`config.mk`:
```
export PLATFORM = sky130hd
export DESIGN_NAME = bus_mem_responder
export DESIGN_NICKNAME = d
export VERILOG_FILES = /design/src/rtl/bus_mem_pkg.sv /design/src/rtl/bus_mem_array.sv /design/src/rtl/bus_mem_responder.sv
export SDC_FILE = /design/constraint.sdc
export NUM_CORES = 1
export LEC_CHECK = 0
export BUFFER_PORTS_ARGS = -buffer_cell sky130_fd_sc_hd__buf_2
export CORE_ASPECT_RATIO = 0.5
export CORE_MARGIN = 3
export CORE_UTILIZATION = 30
export CTS_CLUSTER_SIZE = 16
export DETAILED_ROUTE_END_ITERATION = 10
export PLACE_DENSITY = 0.52
export SLEW_MARGIN = 0
export SYNTH_ARGS = -nofsm -noshare
export SYNTH_HDL_FRONTEND = slang
export SYNTH_SLANG_ARGS = --single-unit
export TNS_END_PERCENT = 5
```
`constraint.sdc`:
```
create_clock -name clk -period 4.2 [get_ports clk]
set_input_delay 0.84 -clock clk [delete_from_list [all_inputs] [get_ports clk]]
set_output_delay 0.84 -clock clk [all_outputs]
set_load 0.01 [all_outputs]
```
`src/rtl/bus_mem_pkg.sv`:
```
// Shared sizes, FSM state encoding and helpers for the bus memory responder.
// Imported by the storage array and the responder top.
package bus_mem_pkg;

    localparam int MEM_DEPTH = 64;
    localparam int ADDR_W    = 6;
    localparam int DATA_W    = 8;

    typedef enum logic [1:0] {
        NOADDR   = 2'd0,
        ADDR_OK  = 2'd1,
        ADDR_BAD = 2'd2
    } state_t;

    function automatic logic [15:0] sat_inc(input logic [15:0] v);
        return (v == 16'hFFFF) ? v : v + 16'd1;
    endfunction

endpackage

```
`src/rtl/bus_mem_array.sv`:
```
// 64x8 storage: one synchronous write port, one asynchronous read port.
// Contents are deliberately not reset.
module bus_mem_array
    import bus_mem_pkg::*;
(
    input  logic              clk,
    input  logic              we,
    input  logic [ADDR_W-1:0] waddr,
    input  logic [DATA_W-1:0] wdata,
    input  logic [ADDR_W-1:0] raddr,
    output logic [DATA_W-1:0] rdata
);

    logic [DATA_W-1:0] mem [MEM_DEPTH];

    always_ff @(posedge clk) begin
        if (we) begin
            mem[waddr] <= wdata;
        end
    end

    assign rdata = mem[raddr];

endmodule

```
`src/rtl/bus_mem_responder.sv`:
```
// Memory responder on a multiplexed address/data CPU bus, with a preload
// port, sticky protocol-error flag and saturating access counters.
module bus_mem_responder
    import bus_mem_pkg::*;
(
    input  logic              clk,
    input  logic              rst,
    input  logic [DATA_W-1:0] Bus_Out,
    input  logic              ALE,
    input  logic              En,
    input  logic              Rw,
    output logic [DATA_W-1:0] Bus_In,
    output logic              rd_valid,
    input  logic              load_en,
    input  logic [ADDR_W-1:0] load_addr,
    input  logic [DATA_W-1:0] load_data,
    output logic              bus_err,
    output logic [15:0]       rd_count,
    output logic [15:0]       wr_count
);

    state_t            state;
    state_t            state_nx;
    logic [ADDR_W-1:0] addr_q;
    logic [15:0]       rd_cnt;
    logic [15:0]       wr_cnt;

    logic              rd;
    logic              wr;
    logic              ale_ok;
    logic [ADDR_W-1:0] rd_addr;
    logic              rd_ok;
    logic              rd_good;
    logic              wr_good;
    logic              err_set;

    logic              mem_we;
    logic [ADDR_W-1:0] mem_waddr;
    logic [DATA_W-1:0] mem_wdata;
    logic [DATA_W-1:0] mem_rdata;

    assign rd     = En & Rw;
    assign wr     = En & ~Rw;
    assign ale_ok = (Bus_Out[7:6] == 2'b00);

    // A read issued with ALE uses the address on the bus this cycle.
    assign rd_addr = ALE ? Bus_Out[ADDR_W-1:0] : addr_q;
    assign rd_ok   = ALE ? ale_ok : (state == ADDR_OK);
    assign rd_good = rd & rd_ok;

    // Bus writes lose to ALE, to a missing/bad address and to a preload.
    assign wr_good = wr & ~ALE & (state == ADDR_OK) & ~load_en;
    assign err_set = (rd & ~rd_ok) | (wr & ~wr_good) | (ALE & ~ale_ok);

    always_comb begin
        state_nx = state;
        if (ALE) begin
            state_nx = ale_ok ? ADDR_OK : ADDR_BAD;
        end
    end

    always_ff @(posedge clk or posedge rst) begin
        if (rst) begin
            state <= NOADDR;
        end else begin
            state <= state_nx;
        end
    end

    assign mem_we    = ~rst & (load_en | wr_good);
    assign mem_waddr = load_en ? load_addr : addr_q;
    assign mem_wdata = load_en ? load_data : Bus_Out;

    bus_mem_array u_array (
        .clk   (clk),
        .we    (mem_we),
        .waddr (mem_waddr),
        .wdata (mem_wdata),
        .raddr (rd_addr),
        .rdata (mem_rdata)
    );

    always_ff @(posedge clk or posedge rst) begin
        if (rst) begin
            addr_q   <= '0;
            Bus_In   <= '0;
            rd_valid <= 1'b0;
            bus_err  <= 1'b0;
            rd_cnt   <= '0;
            wr_cnt   <= '0;
        end else begin
            if (ALE) begin
                addr_q <= Bus_Out[ADDR_W-1:0];
            end
            if (rd_good) begin
                Bus_In   <= mem_rdata;
                rd_valid <= 1'b1;
                rd_cnt   <= sat_inc(rd_cnt);
            end else if (rd | ~Rw) begin
                Bus_In   <= '0;
                rd_valid <= 1'b0;
            end
            if (wr_good) begin
                wr_cnt <= sat_inc(wr_cnt);
            end
            if (err_set) begin
                bus_err <= 1'b1;
            end
        end
    end

    assign rd_count = rd_cnt;
    assign wr_count = wr_cnt;

endmodule

```
## Yosys cells after proc, flatten, opt, wreduce, memory -nomap -nowiden

Memories as Yosys holds them, arrays and structs flattened.
Cells that the tools add are included.
W data, S select, Z words.

| operators by class | value |
|---|---|
| $add $sub $neg | 2 |
| equal/unequal tests | 3 |
| mux-type cells | 11 |
| bitwise operators | 23 |
| reductions and logical operators | 4 |

Operator list:

| operator | count |
|---|---|
| $add A16 B1 Y16 const B | 2 |
| $eq A16 B16 Y1 const B | 2 |
| $mux W8 | 3 |
| $mux W6 | 2 |
| $and A1 B1 Y1 | 10 |
| $not A1 Y1 | 9 |
| $mux W1 | 5 |
| $or A1 B1 Y1 | 4 |
| $reduce_and A2 Y1 | 2 |
| $eq A2 B1 Y1 const B | 1 |
| $logic_not A2 Y1 | 1 |
| $mux W2 | 1 |
| $reduce_bool A2 Y1 | 1 |

| word-level totals | value |
|---|---|
| bits in registers | 50 |
| RAM bits | 512 |
| input port bits | 28 |
| output and inout port bits | 42 |
| logic and storage cells | 51 |
| memories | 1 |

Memories:

| memory | depth | bits a word | rd ports | clocked after memory_dff | write ports | line | RTL |
|---|---|---|---|---|---|---|---|
| u_array.mem | 64 | 8 | 1 | 0 | 1 | bus_mem_array.sv:14 | `logic [DATA_W-1:0] mem [MEM_DEPTH];` |

## Longest topological paths before layout

| logic depth | value |
|---|---|
| depth in word-level cells | 9 |
| depth in mapped cells | 12 |
| mapped depth without buffers | 8 |

## Modules after synthesis

From an unflattened synthesis, not the netlist that was laid out.

| second synthesis, totals | value |
|---|---|
| cell total of the unflattened synthesis | 1147 |
| area total of the unflattened synthesis | 22592.9 µm² |

Modules (own cells, without submodules):

| module | times used | cells each | area an instance (µm²) | sequential area each (µm²) |
|---|---|---|---|---|
| bus_mem_array | 1 | 932 | 20006.7 | 15374.7 |
| bus_mem_responder | 1 | 215 | 2586.2 | 1251.2 |

## Least setup slack after synthesis

Ideal clock, no wire load.

| timing | value |
|---|---|
| path kind | input -> register |
| from | in load_en |
| to | mem u_array.mem[0][2] (data pin) |
| setup time | 702 ps |
| arrival | 3816 ps |
| data required time | 3498 ps |
| path slack | -318 ps |
| cell stages on the path | 3 |
| path buffers | 2 |
| cells stage by stage | clkbuf_1 clkbuf_1 o21ai_0 |

| on the way | value |
|---|---|
| word-level cells in the longest chain between the ends | 1 |

RTL lines:

| what | line | RTL |
|---|---|---|
| start: declaration | bus_mem_responder.sv:14 | `input logic load_en,` |
| $mux W8 | bus_mem_responder.sv:72 | `assign mem_wdata = load_en ? load_data : Bus_Out;` |
| via mem_wdata[2] | bus_mem_responder.sv:39 | `logic [DATA_W-1:0] mem_wdata;` |
| end: declaration | bus_mem_array.sv:14 |  |

The timed path passes the listed nets, and every way through them passes these cells.

## Worst setup path in the final report

| timing | value |
|---|---|
| from | in ALE |
| to | reg Bus_In[6] |

| on the way | value |
|---|---|
| word-level cells in the longest chain between the ends | 3 |
| elaborated cells on any way between the ends | 6 |
| classes of those cells | 3 x mux; 1 x bitwise; 1 x reduce/logical; 1 x memory |

RTL lines:

| what | line | RTL |
|---|---|---|
| start: declaration | bus_mem_responder.sv:9 | `input logic ALE,` |
| $mux W6 / $mux W1 (equally long branches) | - |  |
| $mem_v2 Z64 W8 / $and A1 B1 Y1 (equally long branches) | - |  |
| $mux W8 / $reduce_bool A2 Y1 (equally long branches) | - |  |
| end signal: assignment | bus_mem_responder.sv:96 | `Bus_In <= mem_rdata;` |
| end: declaration | bus_mem_responder.sv:12 | `output logic [DATA_W-1:0] Bus_In,` |

Several ways; a longest one is shown, not always the timed one.
A chain may end at the register's enable or synchronous reset.

==> results_dict.tcl <==
set metrics [dict create \
    grtUsageMet3_pct 2.65 \
    grt_pass1_wl_um 101000 \
    pin_count 70 \
    initial_utilization_pct 30.7 \
    fin_area_mm2 0.0276 \
    synthTopCellsByCount "edfxtp_1 (512), nand2_1 (492), nor2_1 (135), a21oi_1 (68), a211oi_1 (55)" \
    dieWidth_um 401 \
    cp.required_ns 4.69 \
    tightest_slew_ns 1.28 \
    synth_area_per_cell_um2 12.7 \
    p_per_area_mw_per_mm2 464 \
    yosys.area.top_type "edfxtp_1" \
    postCtsSetupBuffers 0 \
    worstSetupPathType "in -> reg" \
    fin_crit_ns 3.09 \
    ys_top_cells_by_area "edfxtp_1 (66%), nand2_1 (7.9%), dfrtp_1 (5.4%)" \
    synth_edf_count 512 \
    drtAntennaViolNets 0 \
    grt_pass1_vias 15200 \
    layout-drive-gt1-share_pct 15.7 \
    antenna_cells 0 \
    ys_warn_count 0 \
    cts_resized 0 \
    fin_ws_ns 1.11 \
    cp_max_fo 55 \
    cts_tree "built" \
    peakVddDrop_v 0.000303 \
    async_flop_share_pct 8.90 \
    crit_path_start_kind "input port" \
    maxCapViolations 0 \
    clkTransAtPathRegs_ns 0.06 \
    worstSetupStartpoint "ALE" \
    cp.arrival_ns 3.58 \
    grt.total_usage_pct 16.4 \
    synth_nets 1867 \
    dp_slack_ns 0.466 \
    routabilityCongestion 0.828 \
    synth.top_cell.area_share_pct 65.8 \
    coreArea_mm2 0.0761 \
    via_per_inst 5.14 \
    placed_area_mm2 0.0257 \
    dp_hpwl_um 40900 \
    synth_cell_type_count 58 \
    drc_errors 0 \
    globalRouteOverflowTotal 0 \
    max_freq_mhz 324 \
    status "finished, final reports clean" \
    synth_most_common_cell "edfxtp_1" \
    antenna_found_initial 2 \
    vias 15800 \
    placementRows 71 \
    htreeDepth 2 \
    grt.busiest_layer "met2" \
    yosysSeqAreaShare_pct 71.1 \
    clk_latency_ns 0.61 \
    totalWireLength_um 68000 \
    totalPowerFinal_w 0.0128 \
    leakage_nw 10.1 \
    skew_ns 0.0202 \
    die_area_mm2 0.0815 \
    clockBufferDepth 3 \
    critPathCaptureType "flop" \
    drtIter0Drc 1733 \
    syn-cell-area_mm2 0.0234 \
    cts.sinks 562 \
    cts-root-buf "clkbuf_16" \
    maxSlewViolCount 0 \
    syn_to_final_growth_pct 18.3 \
    r2r_start "addr_q[0]" \
    rsz0062_at_grt "no" \
    fin_hold_ws_ns 0.328 \
    die_y_um 203 \
    ys.flop_type "edfxtp_1" \
    synth_seq_cells 562 \
    hold_buffers 0 \
    slew-limit-headroom_pct 14.7 \
    synth_cells 1837 \
    min_path_type "in -> async" \
    grtUsageMet1_pct 22.5 \
    wl_per_cell_um 22.1 \
    finalSetupViolCount 0 \
    hold_viol 0 \
    portBuffers 69 \
    grt_use_met2_pct 26.5 \
    first_pass_iters 5 \
    post-route-util_pct 36.3 \
    cts_inserted_buffers 55 \
    final_nets 2036 \
    final.period_utilization_pct 73.5 \
    grt_max_degree 65 \
]
logic make-up after synthesis:
family | count (synthesis) | share of synthesized area [%]
AO/OA/AOI/OAI | 391 | 11.9
XOR/XNOR | 28 | 1.05
flip-flops | 562 | 71.1
multiplexers | 12 | 0.578
AND/OR/NAND/NOR | 728 | 12.8
adder cells (fa/ha/maj) | 2 | 0.107
buffers and inverters | 114 | 2.41
sequential cells by signal, indices dropped and copies added (netlist names):
name         flops
u_array.mem    512
state            2
Bus_In           8
rd_count        16
addr_q           6
bus_err          1
wr_count        16
rd_valid         1
layout make-up:
type	instances	area [µm²]
Multi-Input combinational cell	1161	6230
Clock inverter	34	448
Fill cell	7303	48500
Inverter	22	85.1
Sequential cell	562	16600
Timing Repair Buffer	204	1500
Clock buffer	67	1470
Tap cell	1022	1280
where the power goes:
part | internal [W] | switching [W] | leakage (nW) | total, W
registers | 0.00619 | 0.0000389 | 5.27 | 0.00623
logic | 0.000387 | 0.000898 | 3.89 | 0.00128
clock network | 0.00316 | 0.00215 | 0.938 | 0.00531
total | 0.00974 | 0.00309 | 10.1 | 0.0128
worst max-delay path: stages:
cell	delay, ns
buf_2	0.26
nand3b_1	0.19
and2_4	0.68
buf_12	0.30
nand2_1	0.07
a2111oi_0	0.68
buf_4	0.24
nor4_2	0.05
nor2_1	0.12
o31ai_1	0.08
stage by stage:
stage,std cells,setup TNS [ns]
finish,3072,0
global route,3072,0
CTS,3072,0
detailed placement,2971,0
global placement,2971,0
floorplan,1837,-40.76
path summary, 6_finish.rpt:
path / endpoint / slack, ns / cells past startpoint
worst max-delay path: Bus_In[6] / 1.11 / 10
worst min-delay path: state[1] / 0.33 / 2
worst max register to register: Bus_In[6] / 1.19 / 9
worst min register to register: bus_err / 0.49 / 1
max in group asynchronous: wr_count[3] / 3.07 / 3
min in group clk: bus_err / 0.49 / 1
layout by cell type, fill, tap and decap left out, types with 23 or more instances in the layout:
cell type and instances:
a221oi_1 48, a2111oi_0 29, a21oi_1 68, nor2_1 135, a211oi_1 55, nand2_1 490
buf_4 124, o22ai_1 24, nand3_1 24, buf_2 69, o21ai_0 36, a22oi_1 23
clkbuf_16 57, dfrtp_1 50, edfxtp_1 512, a21boi_0 44
routing by layer:
| layer | vias to the layer above | wire length (µm) |
|---|---|---|
| li1 | 7222 | - |
| met1 | 7971 | 30000 |
| met2 | 482 | 31900 |
| met3 | 119 | 4120 |
| met4 | 4 | 2000 |
| met5 | - | 20 |
Note: power is estimated with default switching activity, not from simulation.
